### src/rtl/poci_uart_pkg.sv
// Shared definitions for the POCI UART responder: register map, STAT bit
// positions, the state type used by both serial FSMs and the divisor clamp.
package poci_uart_pkg;

   localparam logic [31:0] POCI_UART_BASE = 32'h4000_3000;

   localparam logic [3:0] POCI_UART_DATA = 4'h0;
   localparam logic [3:0] POCI_UART_STAT = 4'h4;
   localparam logic [3:0] POCI_UART_DIV  = 4'h8;

   localparam int unsigned STAT_TX_FULL    = 0;
   localparam int unsigned STAT_TX_BUSY    = 1;
   localparam int unsigned STAT_RX_VALID   = 2;
   localparam int unsigned STAT_RX_OVERRUN = 3;
   localparam int unsigned STAT_RX_FERR    = 4;

   typedef enum logic [1:0] {IDLE, START, DATA, STOP} uart_state_t;

   // A bit period shorter than two clocks cannot be mid-sampled.
   function automatic logic [15:0] clamp_div(input logic [15:0] v);
      return (v < 16'd2) ? 16'd2 : v;
   endfunction

endpackage

### src/rtl/poci_uart_rx.sv
// UART receiver: synchronises the asynchronous serial input and recovers
// 8N1 frames, reporting each good byte or framing error as a one-cycle pulse.
module poci_uart_rx
   import poci_uart_pkg::*;
(
   input  logic        pclk,
   input  logic        presetn,
   input  logic [15:0] div,
   input  logic        rxd,
   output logic [7:0]  rx_byte,
   output logic        rx_strobe,
   output logic        rx_ferr
);

   logic        sync1, sync2, sync3;
   uart_state_t state;
   logic [15:0] cnt;
   logic [15:0] cur_div;
   logic [2:0]  bit_idx;
   logic [7:0]  shift;

   // Two-flop synchroniser plus one more stage for falling-edge detection.
   always_ff @(posedge pclk) begin
      if (!presetn) begin
         sync1 <= 1'b1;
         sync2 <= 1'b1;
         sync3 <= 1'b1;
      end else begin
         sync1 <= rxd;
         sync2 <= sync1;
         sync3 <= sync2;
      end
   end

   // Frame FSM: mid-start check at DIV/2, then one sample every DIV cycles.
   always_ff @(posedge pclk) begin
      if (!presetn) begin
         state     <= IDLE;
         cnt       <= '0;
         cur_div   <= '0;
         bit_idx   <= '0;
         shift     <= '0;
         rx_strobe <= 1'b0;
         rx_ferr   <= 1'b0;
      end else begin
         rx_strobe <= 1'b0;
         rx_ferr   <= 1'b0;
         case (state)
            IDLE: begin
               if (sync3 && !sync2) begin
                  state   <= START;
                  cur_div <= div;
                  cnt     <= (div >> 1) - 16'd1;
               end
            end
            START: begin
               if (cnt == '0) begin
                  if (sync2) begin
                     state <= IDLE;
                  end else begin
                     state   <= DATA;
                     cnt     <= cur_div - 16'd1;
                     bit_idx <= '0;
                  end
               end else begin
                  cnt <= cnt - 16'd1;
               end
            end
            DATA: begin
               if (cnt == '0) begin
                  shift   <= {sync2, shift[7:1]};
                  cnt     <= cur_div - 16'd1;
                  bit_idx <= bit_idx + 3'd1;
                  if (bit_idx == 3'd7) state <= STOP;
               end else begin
                  cnt <= cnt - 16'd1;
               end
            end
            STOP: begin
               if (cnt == '0) begin
                  if (sync2) rx_strobe <= 1'b1;
                  else       rx_ferr   <= 1'b1;
                  state <= IDLE;
               end else begin
                  cnt <= cnt - 16'd1;
               end
            end
            default: state <= IDLE;
         endcase
      end
   end

   assign rx_byte = shift;

endmodule

### src/rtl/poci_uart.sv
// POCI UART responder: register file, TX holding register and shifter,
// RX FIFO and sticky status flags, all in the pclk domain.
module poci_uart
   import poci_uart_pkg::*;
#(
   parameter int unsigned CLK_HZ   = 20_000_000,
   parameter int unsigned BAUD     = 115_200,
   parameter int unsigned RX_DEPTH = 4
) (
   input  logic        pclk,
   input  logic        presetn,
   input  logic [31:0] paddr,
   input  logic        psel,
   input  logic        penable,
   input  logic        pwrite,
   input  logic [31:0] pwdata,
   output logic [31:0] prdata,
   output logic        pready,
   output logic        pslverr,
   output logic        uart_txd,
   input  logic        uart_rxd
);

   localparam int unsigned AW = $clog2(RX_DEPTH);
   localparam int unsigned CW = AW + 1;
   localparam logic [15:0] DIV_RESET = 16'(CLK_HZ / BAUD);
   localparam logic [CW-1:0] FIFO_FULL = CW'(RX_DEPTH);

   logic [15:0]   div_reg;
   logic          rx_ovr_flag, rx_ferr_flag;

   uart_state_t   tx_state;
   logic [15:0]   tx_cnt, tx_div;
   logic [2:0]    tx_idx;
   logic [7:0]    tx_shift, tx_hold;
   logic          tx_full;

   logic [7:0]    rx_mem [RX_DEPTH];
   logic [AW-1:0] wr_ptr, rd_ptr;
   logic [CW-1:0] rx_count;

   logic [7:0]    rx_byte;
   logic          rx_strobe, rx_ferr;

   logic [3:0]    reg_off;
   logic          access, data_wr, stat_wr, div_wr, tx_load, tx_accept;
   logic          rx_pop, rx_push, rx_drop;
   logic          unused_bits;

   poci_uart_rx u_rx (
      .pclk      (pclk),
      .presetn   (presetn),
      .div       (div_reg),
      .rxd       (uart_rxd),
      .rx_byte   (rx_byte),
      .rx_strobe (rx_strobe),
      .rx_ferr   (rx_ferr)
   );

   assign reg_off = {paddr[3:2], 2'b00};
   assign access  = psel & penable;
   assign data_wr = access & pwrite & (reg_off == POCI_UART_DATA);
   assign stat_wr = access & pwrite & (reg_off == POCI_UART_STAT);
   assign div_wr  = access & pwrite & (reg_off == POCI_UART_DIV);

   // The holding register frees in the same cycle it loads the shifter, so a
   // write landing on that cycle is accepted rather than refused.
   assign tx_load   = tx_full & ((tx_state == IDLE) | ((tx_state == STOP) & (tx_cnt == '0)));
   assign tx_accept = data_wr & (~tx_full | tx_load);
   assign pslverr   = data_wr & tx_full & ~tx_load;
   assign pready    = 1'b1;

   assign rx_pop  = access & ~pwrite & (reg_off == POCI_UART_DATA) & (rx_count != '0);
   assign rx_push = rx_strobe & ((rx_count != FIFO_FULL) | rx_pop);
   assign rx_drop = rx_strobe & (rx_count == FIFO_FULL) & ~rx_pop;

   assign unused_bits = ^{paddr[31:4], paddr[1:0], pwdata[31:16]};

   // Read mux, combinational from registers, zero when not selected.
   always_comb begin
      prdata = '0;
      if (psel) begin
         case (reg_off)
            POCI_UART_DATA: prdata = (rx_count == '0) ? 32'h8000_0000 : {24'h0, rx_mem[rd_ptr]};
            POCI_UART_STAT: begin
               prdata[STAT_TX_FULL]    = tx_full;
               prdata[STAT_TX_BUSY]    = (tx_state != IDLE);
               prdata[STAT_RX_VALID]   = (rx_count != '0);
               prdata[STAT_RX_OVERRUN] = rx_ovr_flag;
               prdata[STAT_RX_FERR]    = rx_ferr_flag;
            end
            POCI_UART_DIV:  prdata = {16'h0, div_reg};
            default:        prdata = '0;
         endcase
      end
   end

   // Divisor and sticky flags; a set event overrides a same-cycle W1C.
   always_ff @(posedge pclk) begin
      if (!presetn) begin
         div_reg      <= DIV_RESET;
         rx_ovr_flag  <= 1'b0;
         rx_ferr_flag <= 1'b0;
      end else begin
         if (div_wr) div_reg <= clamp_div(pwdata[15:0]);
         if (stat_wr && pwdata[STAT_RX_OVERRUN]) rx_ovr_flag <= 1'b0;
         if (rx_drop) rx_ovr_flag <= 1'b1;
         if (stat_wr && pwdata[STAT_RX_FERR]) rx_ferr_flag <= 1'b0;
         if (rx_ferr) rx_ferr_flag <= 1'b1;
      end
   end

   // TX holding register and frame FSM; a full holding register at the end
   // of STOP chains straight into the next START with no idle gap.
   always_ff @(posedge pclk) begin
      if (!presetn) begin
         tx_state <= IDLE;
         uart_txd <= 1'b1;
         tx_cnt   <= '0;
         tx_div   <= '0;
         tx_idx   <= '0;
         tx_shift <= '0;
         tx_hold  <= '0;
         tx_full  <= 1'b0;
      end else begin
         if (tx_accept) begin
            tx_hold <= pwdata[7:0];
            tx_full <= 1'b1;
         end else if (tx_load) begin
            tx_full <= 1'b0;
         end
         if (tx_load) begin
            tx_state <= START;
            uart_txd <= 1'b0;
            tx_shift <= tx_hold;
            tx_div   <= div_reg;
            tx_cnt   <= div_reg - 16'd1;
         end else begin
            case (tx_state)
               IDLE: uart_txd <= 1'b1;
               START: begin
                  if (tx_cnt == '0) begin
                     tx_state <= DATA;
                     uart_txd <= tx_shift[0];
                     tx_idx   <= '0;
                     tx_cnt   <= tx_div - 16'd1;
                  end else begin
                     tx_cnt <= tx_cnt - 16'd1;
                  end
               end
               DATA: begin
                  if (tx_cnt == '0) begin
                     tx_cnt <= tx_div - 16'd1;
                     tx_idx <= tx_idx + 3'd1;
                     if (tx_idx == 3'd7) begin
                        tx_state <= STOP;
                        uart_txd <= 1'b1;
                     end else begin
                        uart_txd <= tx_shift[1];
                        tx_shift <= {1'b0, tx_shift[7:1]};
                     end
                  end else begin
                     tx_cnt <= tx_cnt - 16'd1;
                  end
               end
               STOP: begin
                  if (tx_cnt == '0) tx_state <= IDLE;
                  else              tx_cnt   <= tx_cnt - 16'd1;
               end
               default: tx_state <= IDLE;
            endcase
         end
      end
   end

   // RX FIFO pointers and occupancy; pointers wrap naturally at RX_DEPTH.
   always_ff @(posedge pclk) begin
      if (!presetn) begin
         wr_ptr   <= '0;
         rd_ptr   <= '0;
         rx_count <= '0;
      end else begin
         if (rx_push) wr_ptr <= wr_ptr + AW'(1);
         if (rx_pop)  rd_ptr <= rd_ptr + AW'(1);
         case ({rx_push, rx_pop})
            2'b10:   rx_count <= rx_count + CW'(1);
            2'b01:   rx_count <= rx_count - CW'(1);
            default: rx_count <= rx_count;
         endcase
      end
   end

   // RX FIFO storage.
   always_ff @(posedge pclk) begin
      if (rx_push) rx_mem[wr_ptr] <= rx_byte;
   end

endmodule

### config.mk
export PLATFORM = sky130hd
export DESIGN_NAME = poci_uart
export DESIGN_NICKNAME = d
export VERILOG_FILES = /design/src/rtl/poci_uart_pkg.sv /design/src/rtl/poci_uart_rx.sv /design/src/rtl/poci_uart.sv
export SDC_FILE = /design/constraint.sdc
export NUM_CORES = 1
export LEC_CHECK = 0
export ABC_AREA = 1
export CAP_MARGIN = 15
export CELL_PAD_IN_SITES_DETAIL_PLACEMENT = 0
export CELL_PAD_IN_SITES_GLOBAL_PLACEMENT = 1
export CORE_MARGIN = 2
export CORE_UTILIZATION = 30
export DETAILED_ROUTE_END_ITERATION = 8
export GPL_TIMING_DRIVEN = 0
export HOLD_SLACK_MARGIN = 0.06
export PLACE_DENSITY_LB_ADDON = 0.05
export SYNTH_ARGS = -nofsm -noshare
export SYNTH_HDL_FRONTEND = slang
export SYNTH_SLANG_ARGS = --single-unit
### constraint.sdc
create_clock -name pclk -period 5.2 [get_ports pclk]
set_input_delay 1.04 -clock pclk [delete_from_list [all_inputs] [get_ports pclk]]
set_output_delay 1.04 -clock pclk [all_outputs]
set_load 0.01 [all_outputs]
==> Word level (Yosys, flattened, before mapping) <==
Memory sizes are Yosys's and may differ from the RTL's. A register that Yosys moved wholly into a read port is not among the register bits.
Cells that the tools add are included.
{ "word_totals": {"regBits": 130, "ram_bits": 32, "elab_cells": 190, "mem_count": 1, "output_inout_bits": 35, "in_bits": 70} }
{ "memory_table": {"columns": ["memory", "depth", "word_bits", "rd", "rd_ports_with_merged_regs", "write_ports", "line_no", "source"], "rows": [
  ["rx_mem", 4, 8, 1, 1, 1, "poci_uart.sv:38", "logic [7:0] rx_mem [RX_DEPTH];"]
]} }
{ "classes": {"reduce_logical": 38, "eq_ne": 32, "bitwise_logic": 24, "add_sub_neg": 12, "n_mux": 57, "order_cmp": 1} }
{ "ops": {"columns": ["op", "n"], "rows": [
  ["$mux W16", 9],
  ["$sub A16 B1 Y16 const B", 5],
  ["$mux W32", 2],
  ["$pmux W16 S4", 1],
  ["$pmux W27 S2", 1],
  ["$logic_not A16 Y1", 2],
  ["$mux W8", 4],
  ["$pmux W16 S2", 1],
  ["$mux W2", 12],
  ["$ne A3 B3 Y1 const B", 6],
  ["$pmux W3 S2", 3],
  ["$reduce_bool A2 Y1", 9],
  ["$and A1 B1 Y1", 16],
  ["$lt A16 B2 Y1 const B", 1],
  ["$sub A15 B1 Y16 const B", 1],
  ["$mux W1", 15],
  ["$mux W3", 5],
  ["$pmux W5 S3", 1],
  ["$reduce_and A5 Y1", 3],
  ["$eq A2 B2 Y1 const B", 6],
  ["$ne A2 B1 Y1 const B", 6],
  ["$ne A2 B2 Y1 const B", 6],
  ["$reduce_and A3 Y1", 4],
  ["$add A3 B1 Y3 const B", 3],
  ["20 further kinds", 42]
]} }

==> Logic depth before layout (Yosys ltp) <==
Gate-level depths: netlist of the first run.
{ "logic_depth": {"depth_word": 8, "ltp_mapped": 14, "ltp_nobuf": 14} }

==> By module <==
Synthesis of the first run repeated with hierarchy kept, for this count alone.
{ "unflattened": {"hier_cells": 1480, "area_unflattened_um2": 9939.5} }
{ "by_module_without_submodules": {"columns": ["mod", "area_per_inst_um2", "instances", "seq_area_each_um2", "cells_per_inst"], "rows": [
  ["poci_uart", 6540.0, 1, 2602.5, 938],
  ["poci_uart_rx", 3399.5, 1, 1001.0, 542]
]} }

==> Worst setup path before layout of the first run <==
No wires, ideal clock.
{ "synth_path": {"kind": "input to output", "start": "in paddr[3]", "end": "out prdata[0]", "path_stages": 7, "required_ns": 4.160, "n_path_buf": 1, "arrival_ns": 1.952, "path_slack_ns": 2.208, "cell_sequence": "inv_1 > nor2_1 > inv_1 > clkbuf_1 > o22ai_1 > a21oi_1 > nor2_1"} }
{ "synth_via": {"elab_chain_cells": 3, "elab_cells_between_ends": 5, "classes_between": "eq/ne (2); mux (2); reduce/logical (1)"} }
{ "synth_rtl": {"columns": ["item", "line_no", "source"], "rows": [
  ["from (decl)", "poci_uart.sv:12", "input logic [31:0] paddr,"],
  ["$eq A2 B2 Y1 (tied with other cells)", "poci_uart.sv:83", "case (reg_off)"],
  ["$pmux W5 S3 (*)", "poci_uart.sv:83", null],
  ["$mux W32 (*)", "poci_uart.sv:82", "if (psel) begin"],
  ["to (decl)", "poci_uart.sv:17", "output logic [31:0] prdata,"]
]} }
Every way passes the cells marked *; elsewhere a longest branch is shown, timed or not.

==> Final worst setup path of the first run <==
{ "layout_path": {"start": "in paddr[3]", "end": "out prdata[11]"} }
{ "layout_via": {"elab_chain_cells": 3, "elab_cells_between_ends": 4, "classes_between": "eq/ne (1); mux (2); reduce/logical (1)"} }
{ "layout_rtl": {"columns": ["item", "line_no"], "rows": [
  ["$eq A2 B2 Y1 / $logic_not A4 Y1 (equally long branches)", "poci_uart.sv:83"],
  ["$pmux W27 S2 (*)", "poci_uart.sv:83"],
  ["$mux W32 (*)", "poci_uart.sv:82"]
]} }
Marked as above.

==> results.md, run 1 <==
- The endpoint type of the worst setup path is an output pin.
- In the finished design, the share of the clock period the worst path needs comes to 0.848.
- The total number of vias is 9719.
- After synthesis, the cell types taking the most area are sky130_fd_sc_hd__dfxtp_1, sky130_fd_sc_hd__nand2_1, sky130_fd_sc_hd__edfxtp_1.
- The total leakage power is 4.98 nW.
- The initial antenna violation count is 0.
- After floorplanning, the core was divided into 66 placement rows.
- The portion of total power attributed to combinational logic is 0.399.
- The clock network latency to the later pin of the worst-skew pair is 0.45 ns.
- The critical path contains buffers and inverters numbering 5 combined.
- The worst register-to-register path begins at rx_count[0].
- The number of clock buffers added by TritonCTS is 17.
- The number of clock sinks is 164.
- Tracing the worst setup path back leads to its startpoint at paddr[3].
- The first routing iteration left 684 violations.
- The combinational family with the most area after synthesis is simple AND/OR/NAND/NOR gates.
- The worst-case vdd ir drop is 0.205 mV.
- The setup TNS after final layout is 0 ns.
- After layout, the worst setup slack is 0.792 ns.
- The worst hold path terminates at u_rx.sync2.
- Counting the fill cells in the layout gives 3665.
- The synthesized flop and latch total is 164.
- The number of ports placed on the die boundary is 105.
- For this run, the register share of the synthesized area comes to 0.362.
- The share of total power dissipated in sequential elements is 0.315.
- Counting flops with a built-in enable in the synthesized netlist gives 32.
- The maximum fanout along the worst path is 10.
- The switching power summed over all nets is 1.97 mW.
- The cell-internal power is 2.67 mW.
- The via count normalized by instance count is 4.83.
- The die width is 186 µm.
- The final layout contains routed wiring with a total length of 36600 µm.
- Dividing total power by cell area gives a power density of 400 mW/mm².
- Of all flip-flops after synthesis, the portion carrying an async set or reset was 0.
- The total number of H-tree levels is 4.
- The basic-gate share of the synthesized area counting and, or, nand and nor cells is 0.318.
- The compound-gate portion of the synthesized area is 0.145.
- The final critical delay including setup and external delays is 4.41 ns.
- The number of input and output port buffers inserted is 42.
- The fraction of synthesized area in multiplexers is 0.
- For the final database, setup skew stands at 0.0108 ns.
- The number of global-route vias before repair is 9203.
- The core area is 0.0326 mm².
- The utilization after layout is 0.356.
- The average instance area after synthesis is 6.72 µm².
- After synthesis, the netlist uses 46 different library cells.
- Before CTS, the worst setup slack after placement is 0.834 ns.
- At the worst endpoint, the arrival time is 3.37 ns.
- Ranked by instance count, the synthesized netlist is headed by sky130_fd_sc_hd__nand2_1, sky130_fd_sc_hd__nor2_1, sky130_fd_sc_hd__inv_1.
- The die covers 0.0347 mm².
- Once the clock tree was built, the setup fixing pass inserted 0 buffers.
- After clock tree synthesis, the repair step resized 0 gates.
- The overall overflow remaining after global route is 0.
- Of the cells placed in the final design, the portion with a size suffix greater than 1 is 0.0675.
- The placer's final routability congestion estimate is 0.830.
- In this run the number of cells on the critical path is 7.
- The peak per-stage delay on the critical path is 0.64 ns.
- Setup violations remaining at the end of the flow were counted as 0.
- The root buffer cell is sky130_fd_sc_hd__clkbuf_16.
- Hold is met by 0.419 ns.
- Leaving out filler cells and counting taps, the final layout contains 2013.
- The maximum clock frequency is 227 MHz.
- Setup repair after global routing left no endpoint under its margin.
- Among all cell types in the netlist, the one instantiated most often is sky130_fd_sc_hd__nand2_1.
- The dominant synthesized flop cell is sky130_fd_sc_hd__dfxtp_1.
- Buffers inserted to repair hold after CTS numbered 0.
- The overall die height is 186 µm.
- The final max-slew violation count came to 0.
- In the final design database the tool counted 1656 nets.
- The hold path startpoint is u_rx.sync1.
- In the final routed layout, each cell accounts on average for 18.2 µm.
- For this design, the slowest cell found on the critical path is sky130_fd_sc_hd__clkdlybuf4s50_1.
- The final antenna-violating net count is 0.
- The xor and xnor area share after synthesis is 0.0325.
- The worst register-to-register path has a setup slack of 2.74 ns.
- Ranked by flip-flop count, first place goes to rx_mem.
- Of the total synthesized cell area, the portion taken by full adders, half adders and majority gates is 0.0359.
- The number of detailed-routing iterations run before antenna repair is 5.
- The family with the most delay on the worst path is buffers and inverters.
- During synthesis, Yosys emitted a total of 0 warnings.
- The area growth from synthesis to layout is 16.5%.
- The largest net degree at the start of global routing is 19.
- The synthesized netlist occupies a cell area of 0.00997 mm².
- Across every metal layer, demand over resource in global routing totals 0.218.
- The total DRC errors in the routed layout is 0.
- Measured in cells, the most critical reg-to-reg path has a length of 12.
- The startpoint class of the critical path is an input port.
- The required time of the critical path is 4.16 ns.
- The relative slew slack is 0.401.
- The initial utilization of the core area, before any placement, comes to 0.306.
- TritonCTS built the clock tree.
- Counting instances, the worst hold path has a depth of 1.
- The first global-routing pass estimated 55800 µm of wire.
- Of the total power, the share spent switching nets is 0.424.
- The largest buffer count on any clock path is 2.
- The half-perimeter wire length of the detailed placement result is 28500 µm.
- 0 antenna diodes ended up in the layout.
- Of the total power, the clock network draws 0.286.
- The slew at the pin with the worst max-slew slack is 0.898 ns.
- The max-capacitance violation count is 0.
- In this run the worst hold path is classified as register to register.
- The total placed cells including tap cells is 1981.
- The number of hold-slack violations in the final timing report is 0.
- The run finished with clean final reports.
- The critical path goes through clkdlybuf4s50_1 > inv_1 > nor2_1 > inv_1 > clkbuf_1 > nor3_1 > clkdlybuf4s50_1.
- The cell count after synthesis came out at 1483.
- The number of flip-flops under the largest register name is 32.
- The share of the synthesized area in the top cell type is 0.265.
- The worst register-to-register path ends at rx_count[2].
- The largest area contributor in the netlist is sky130_fd_sc_hd__dfxtp_1.
- Clock-pin slew was measured on the worst setup and hold paths at 0.08 ns.
- The critical path class is input port to output pin.
-- power groups by stage --
stage	registers, mW	clock network (mW)	logic [mW]
4_1_cts	1.46	1.36	1.86
3_3_place_gp	1.49	0	1.85
3_5_place_dp	1.49	0	1.85
2_1_floorplan	1.47	0	1.35
5_1_grt	1.47	1.41	2.09
6_report	1.46	1.33	1.85
-- worst max path at each step --
stage / end / slack [ns]
after global placement: prdata[10] / 0.85
after CTS: prdata[8] / 0.85
final: prdata[11] / 0.79
after detailed placement: prdata[8] / 0.83
after floorplan: prdata[0] / 2.21
after global routing: prdata[1] / 0.67
-- routing by layer --
metal  GRT usage  wire length, µm  up-vias
li1            -                -     4948
met1       0.316            18700     4589
met2       0.347            16400      161
met3      0.0271             1170       21
met4      0.0479              342        0
met5           0                0        -
-- stage by stage --
step / cell area, µm² / total power, mW
2_1_floorplan: 10000 / 2.81
3_3_place_gp: 11000 / 3.35
3_5_place_dp: 11000 / 3.34
4_1_cts: 11600 / 4.68
5_1_grt: 11600 / 4.98
6_report: 11600 / 4.64
-- cells in the final DEF (no fill, tap or decap), types with 3 or more instances in the layout --
master                            instances
sky130_fd_sc_hd__nor2_4                   3
sky130_fd_sc_hd__clkinv_8                 5
sky130_fd_sc_hd__inv_8                    3
sky130_fd_sc_hd__clkbuf_16               17
sky130_fd_sc_hd__a21oi_1                102
sky130_fd_sc_hd__buf_6                    6
sky130_fd_sc_hd__clkdlybuf4s50_1         42
sky130_fd_sc_hd__o22ai_1                 10
sky130_fd_sc_hd__edfxtp_1                32
sky130_fd_sc_hd__clkinvlp_4               3
sky130_fd_sc_hd__nand2_1                313
sky130_fd_sc_hd__or2_2                    4
sky130_fd_sc_hd__dfxtp_1                132
sky130_fd_sc_hd__nand3b_1                 3
sky130_fd_sc_hd__xor2_1                  31
sky130_fd_sc_hd__nand3_1                143
sky130_fd_sc_hd__o21ai_0                102
sky130_fd_sc_hd__clkbuf_1                33
sky130_fd_sc_hd__o211ai_1                 4
sky130_fd_sc_hd__nor4_1                   3
sky130_fd_sc_hd__inv_2                    5
sky130_fd_sc_hd__inv_1                  168
sky130_fd_sc_hd__xnor2_1                  6
sky130_fd_sc_hd__ha_1                    27
sky130_fd_sc_hd__a31oi_1                  3
sky130_fd_sc_hd__o21ai_1                 19
sky130_fd_sc_hd__nor3_1                  16
sky130_fd_sc_hd__buf_2                   11
sky130_fd_sc_hd__a211oi_1                17
sky130_fd_sc_hd__buf_4                   20
sky130_fd_sc_hd__nand4_1                 13
sky130_fd_sc_hd__conb_1                  16
sky130_fd_sc_hd__nand2_2                  9
sky130_fd_sc_hd__nor2_1                 217
sky130_fd_sc_hd__nor2_2                   7
-- cell type report --
type                            count  area, µm²  area share
Multi-Input combinational cell   1086       5350       0.461
Sequential cell                   164       3600       0.310
Inverter                          175        657      0.0566
Tap cell                          442        553      0.0476
Clock buffer                       17        425      0.0366
Timing Repair Buffer               42        420      0.0362
Buffer                             72        404      0.0348
Clock inverter                     15        194      0.0167
-- cell families (layout without fill, tap and decap cells) --
kind of cell | count (synthesis) | count (layout)
other | 2 | 16
AOI/OAI and AO/OA | 266 | 266
DFF | 164 | 164
xor gates and xnor gates | 37 | 37
and+or+nand+nor | 739 | 739
adders and majority gates | 28 | 28
buffers and inverters | 247 | 321
-- worst register-to-register path, cell delays in order (launching register included) --
cell                      delay [ns]
sky130_fd_sc_hd__dfxtp_1        0.35
sky130_fd_sc_hd__nor3_1         0.29
sky130_fd_sc_hd__inv_1          0.13
sky130_fd_sc_hd__nand2_1        0.15
sky130_fd_sc_hd__nand2_1        0.06
sky130_fd_sc_hd__nand2_1        0.23
sky130_fd_sc_hd__ha_1           0.20
sky130_fd_sc_hd__inv_1          0.07
sky130_fd_sc_hd__fa_1           0.37
sky130_fd_sc_hd__a21oi_1        0.15
sky130_fd_sc_hd__o21ai_0        0.11
sky130_fd_sc_hd__o21ai_0        0.17
sky130_fd_sc_hd__a21oi_1        0.06
(Power assumes the default switching activity.)
==> run 2: changes to the inputs <==
==> constraint.sdc (replaced) <==
create_clock -name pclk -period 3.9 [get_ports pclk]
set_input_delay 0.78 -clock pclk [delete_from_list [all_inputs] [get_ports pclk]]
set_output_delay 0.78 -clock pclk [all_outputs]
set_load 0.01 [all_outputs]
==> run 2 against run 1 <==
Critical path depth fell by 1. Die area is the same. Hold slack improved by 0.00089 ns. Utilization is essentially flat. Global-route usage unchanged. Via count increased by 0.11%. Sequential power increased by 34%. Critical path type unchanged. Critical endpoint unchanged.
==> results.md, run 2 (synthesis results as in run 1) <==
- The initial core utilization is 0.306 (unchanged).
- The reg-to-reg critical path endpoint is rx_count[2].
- The largest buffer count on any clock path was 2 (unchanged).
- The flip-flop and latch area is 0.00360 mm² (unchanged).
- The slew at the pin with the worst max-slew slack came to 0.881 ns (-0.0168 ns).
- The number of clock sinks is 164 (unchanged).
- The clock network latency to the later pin of the worst-skew pair is 0.45 ns (about the same).
- The destination of the worst hold path is u_rx.sync2.
- The via count normalized by instance count is 4.84 (+0.16%).
- rx_mem holds more flip-flops than any other register.
- The count of hold-fix buffers inserted at cts is 0 (unchanged).
- The multi-input gate area in the final layout was 0.00535 mm² (unchanged).
- The largest net degree at the start of global routing is 19 (unchanged).
- The worst endpoint data arrival time is 2.99 ns (-0.38 ns).
- Setup repair after global routing left no endpoint under its margin.
- The slowest stage of the critical path belongs to the cell sky130_fd_sc_hd__clkdlybuf4s50_1.
- The post-layout net count is 1655 (-0.060%).
- The library cells used most frequently in the layout, excluding fill and tap cells, are sky130_fd_sc_hd__nand2_1, sky130_fd_sc_hd__nor2_1, sky130_fd_sc_hd__inv_1, sky130_fd_sc_hd__nand3_1, sky130_fd_sc_hd__dfxtp_1.
- In this run the most critical hold path is launched from u_rx.sync1.
- The number of clock buffers inserted by TritonCTS was 17 (unchanged).
- The areal power density over the cells is 533 mW/mm² (+33%).
- The number of global-route vias before repair is 9203 (unchanged).
- The cell depth of the worst hold path came to 1 (unchanged).
- The total number of H-tree levels is 4 (unchanged).
- The cell area after placement was 0.0110 mm² (unchanged).
- The cell-internal power was 3.57 mW (+33%).
- The share of power burned in the clock network is 0.286 (about the same).
- The total of endpoints with negative setup slack in the final report is 0 (unchanged).
- The signal on the critical path passes through clkdlybuf4s50_1 > inv_1 > nor2_1 > inv_1 > nor3_1 > clkdlybuf4s50_1.
- The run finished with clean final reports.
- The aggregate routed wire length is 36600 µm (about the same).
- The fill cell total of the finished layout is 3665 (unchanged).
- The detail-routed net length per standard cell is 18.2 µm (about the same).
- The share of layout cells above drive strength 1 is 0.0675 (about the same).
- The total DRC errors in the routed layout is 0 (unchanged).
- The placer's final routability congestion estimate is 0.830 (unchanged).
- The worst-case vdd ir drop is 0.275 mV (+34%).
- The startpoint class of the critical path is an input port.
- The worst-case clock skew is 0.0109 ns (+0.000181 ns).
- The relative slew slack is 0.413 (+0.0112).
- The site row count came to 66 (unchanged).
- The worst slack after detailed placement was 0.0536 ns (-0.780 ns).
- The number of detailed-routing iterations run before antenna repair is 5 (unchanged).
- The total leakage power was 4.97 nW (about the same).
- The net switching share of the total power was 0.424 (about the same).
- The final worst slack is 0.129 ns (-0.663 ns).
- The area enclosed by the die boundary was 0.0347 mm² (unchanged).
- The switching power summed over all nets is 2.62 mW (+33%).
- The root buffer cell is sky130_fd_sc_hd__clkbuf_16.
- The relative contribution of sequential cells to total power came to 0.315 (about the same).
- The die width came to 186 µm (unchanged).
- The half-perimeter wire length of the detailed placement result is 28500 µm (unchanged).
- The clock tree from TritonCTS is done.
- The setup TNS after final layout is 0 ns (unchanged).
- The number of inserted diodes was 0 (unchanged).
- The number of input and output port buffers inserted is 42 (unchanged).
- The final antenna-violating net count is 0 (unchanged).
- The initial detailed-routing violation count came to 700 (+2.3%).
- The overall die height came to 186 µm (unchanged).
- The worst setup path is of the input port to output pin kind.
- The overall overflow remaining after global route was 0 (unchanged).
- The final critical-path share of the clock period is 0.967.
- For this run, the top clock speed supported by timing is 265 MHz.
- The peak per-stage delay on the critical path is 0.64 ns (about the same).
- The total number of vias is 9730 (+0.11%).
- The total track usage came to 0.218 (unchanged).
- The utilization after layout is 0.356 (about the same).
- The area growth from synthesis to layout was 16.5% (about the same).
- The final max-slew violation count is 0 (unchanged).
- In this run the critical register-to-register path is launched from rx_count[0].
- The number of hold-slack violations in the final timing report is 0 (unchanged).
- The tightest min-delay check is of the register to register type.
- The post-cts gate resize count is 0 (unchanged).
- The final non-filler cell area is 0.0116 mm² (about the same).
- The total power of the final layout is 6.19 mW (+33%).
- The library cell used most frequently in the layout, excluding fill and tap cells, is sky130_fd_sc_hd__nand2_1.
- The number of flip-flops under the largest register name came to 32 (unchanged).
- The worst reg-to-reg setup slack came to 1.47 ns (-1.27 ns).
- The portion of total power attributed to combinational logic came to 0.399 (about the same).
- The core area came to 0.0326 mm² (unchanged).
- The final critical delay including setup and external delays is 3.77 ns.
- The maximum fanout along the worst path is 13 (+3).
- The clock input transition at the sequential cells of the worst setup and hold paths was 0.08 ns (about the same).
- The endpoint type of the worst setup path is an output pin.
- The logic depth of the worst register-to-register path is 12 (unchanged).
- The initial antenna violation count is 0 (unchanged).
- The number of ports placed on the die boundary is 105 (unchanged).
- The required time of the critical path came to 3.12 ns (-1.04 ns).
- The buffers inserted during post-CTS setup optimization came to 0 (unchanged).
- The max-capacitance violation count came to 0 (unchanged).
- The first-pass GRT wire length is 55800 µm (unchanged).
run 2: cell types whose count changed in the layout (fill, tap and decap cells not counted):
cell and delta:
sky130_fd_sc_hd__clkbuf_1 -1
run 2: final cells by class:
class                   count  share of cell area
multi-input cells        1086               0.461
clock buffers              17              0.0366
plain buffers              71              0.0345
repair buffers             42              0.0362
flip-flops and latches    164               0.310
well taps                 442              0.0476
clock inverters            15              0.0167
inverters                 175              0.0566
run 2: per-layer routing:
layer	global-route usage	part of all wire
met1	0.316	0.51
met2	0.347	0.45
met3	0.0271	0.036
met4	0.0479	0.0093
met5	0	0
run 2: how the worst max path moves through the flow:
| stage | startpoint | endpoint | slack [ns] | cells after the start |
|---|---|---|---|---|
| after detailed placement | paddr[3] | prdata[8] | 0.05 | 7 |
| after floorplan | paddr[3] | prdata[0] | 1.43 | 7 |
| after global placement | paddr[3] | prdata[10] | 0.07 | 7 |
| after CTS | paddr[3] | prdata[8] | 0.07 | 7 |
| after global routing | register | prdata[5] | 0.003 | 8 |
| final | paddr[3] | prdata[11] | 0.13 | 6 |
run 2: metrics by stage:
stage	hold WS (ns)	cells
3_5_place_dp	0.403	1981
2_1_floorplan	0.393	1497
3_3_place_gp	0.401	1981
5_1_grt	0.430	2012
4_1_cts	0.414	2013
6_report	0.420	2012
run 2: worst max-delay path, delay by kind of cell:
kind                   cells  cell delay, ns
buffers and inverters      4            1.47
AND/OR/NAND/NOR            2            0.73
run 2: power by group through the flow:
stage                     Clock [mW]  Sequential [mW]  Combinational (mW)
after floorplan                    0             1.95                1.79
after global placement             0             1.99                2.47
after detailed placement           0             1.99                2.46
after CTS                       1.82             1.95                2.48
after global routing            1.88             1.97                2.79
final                           1.77             1.95                2.47
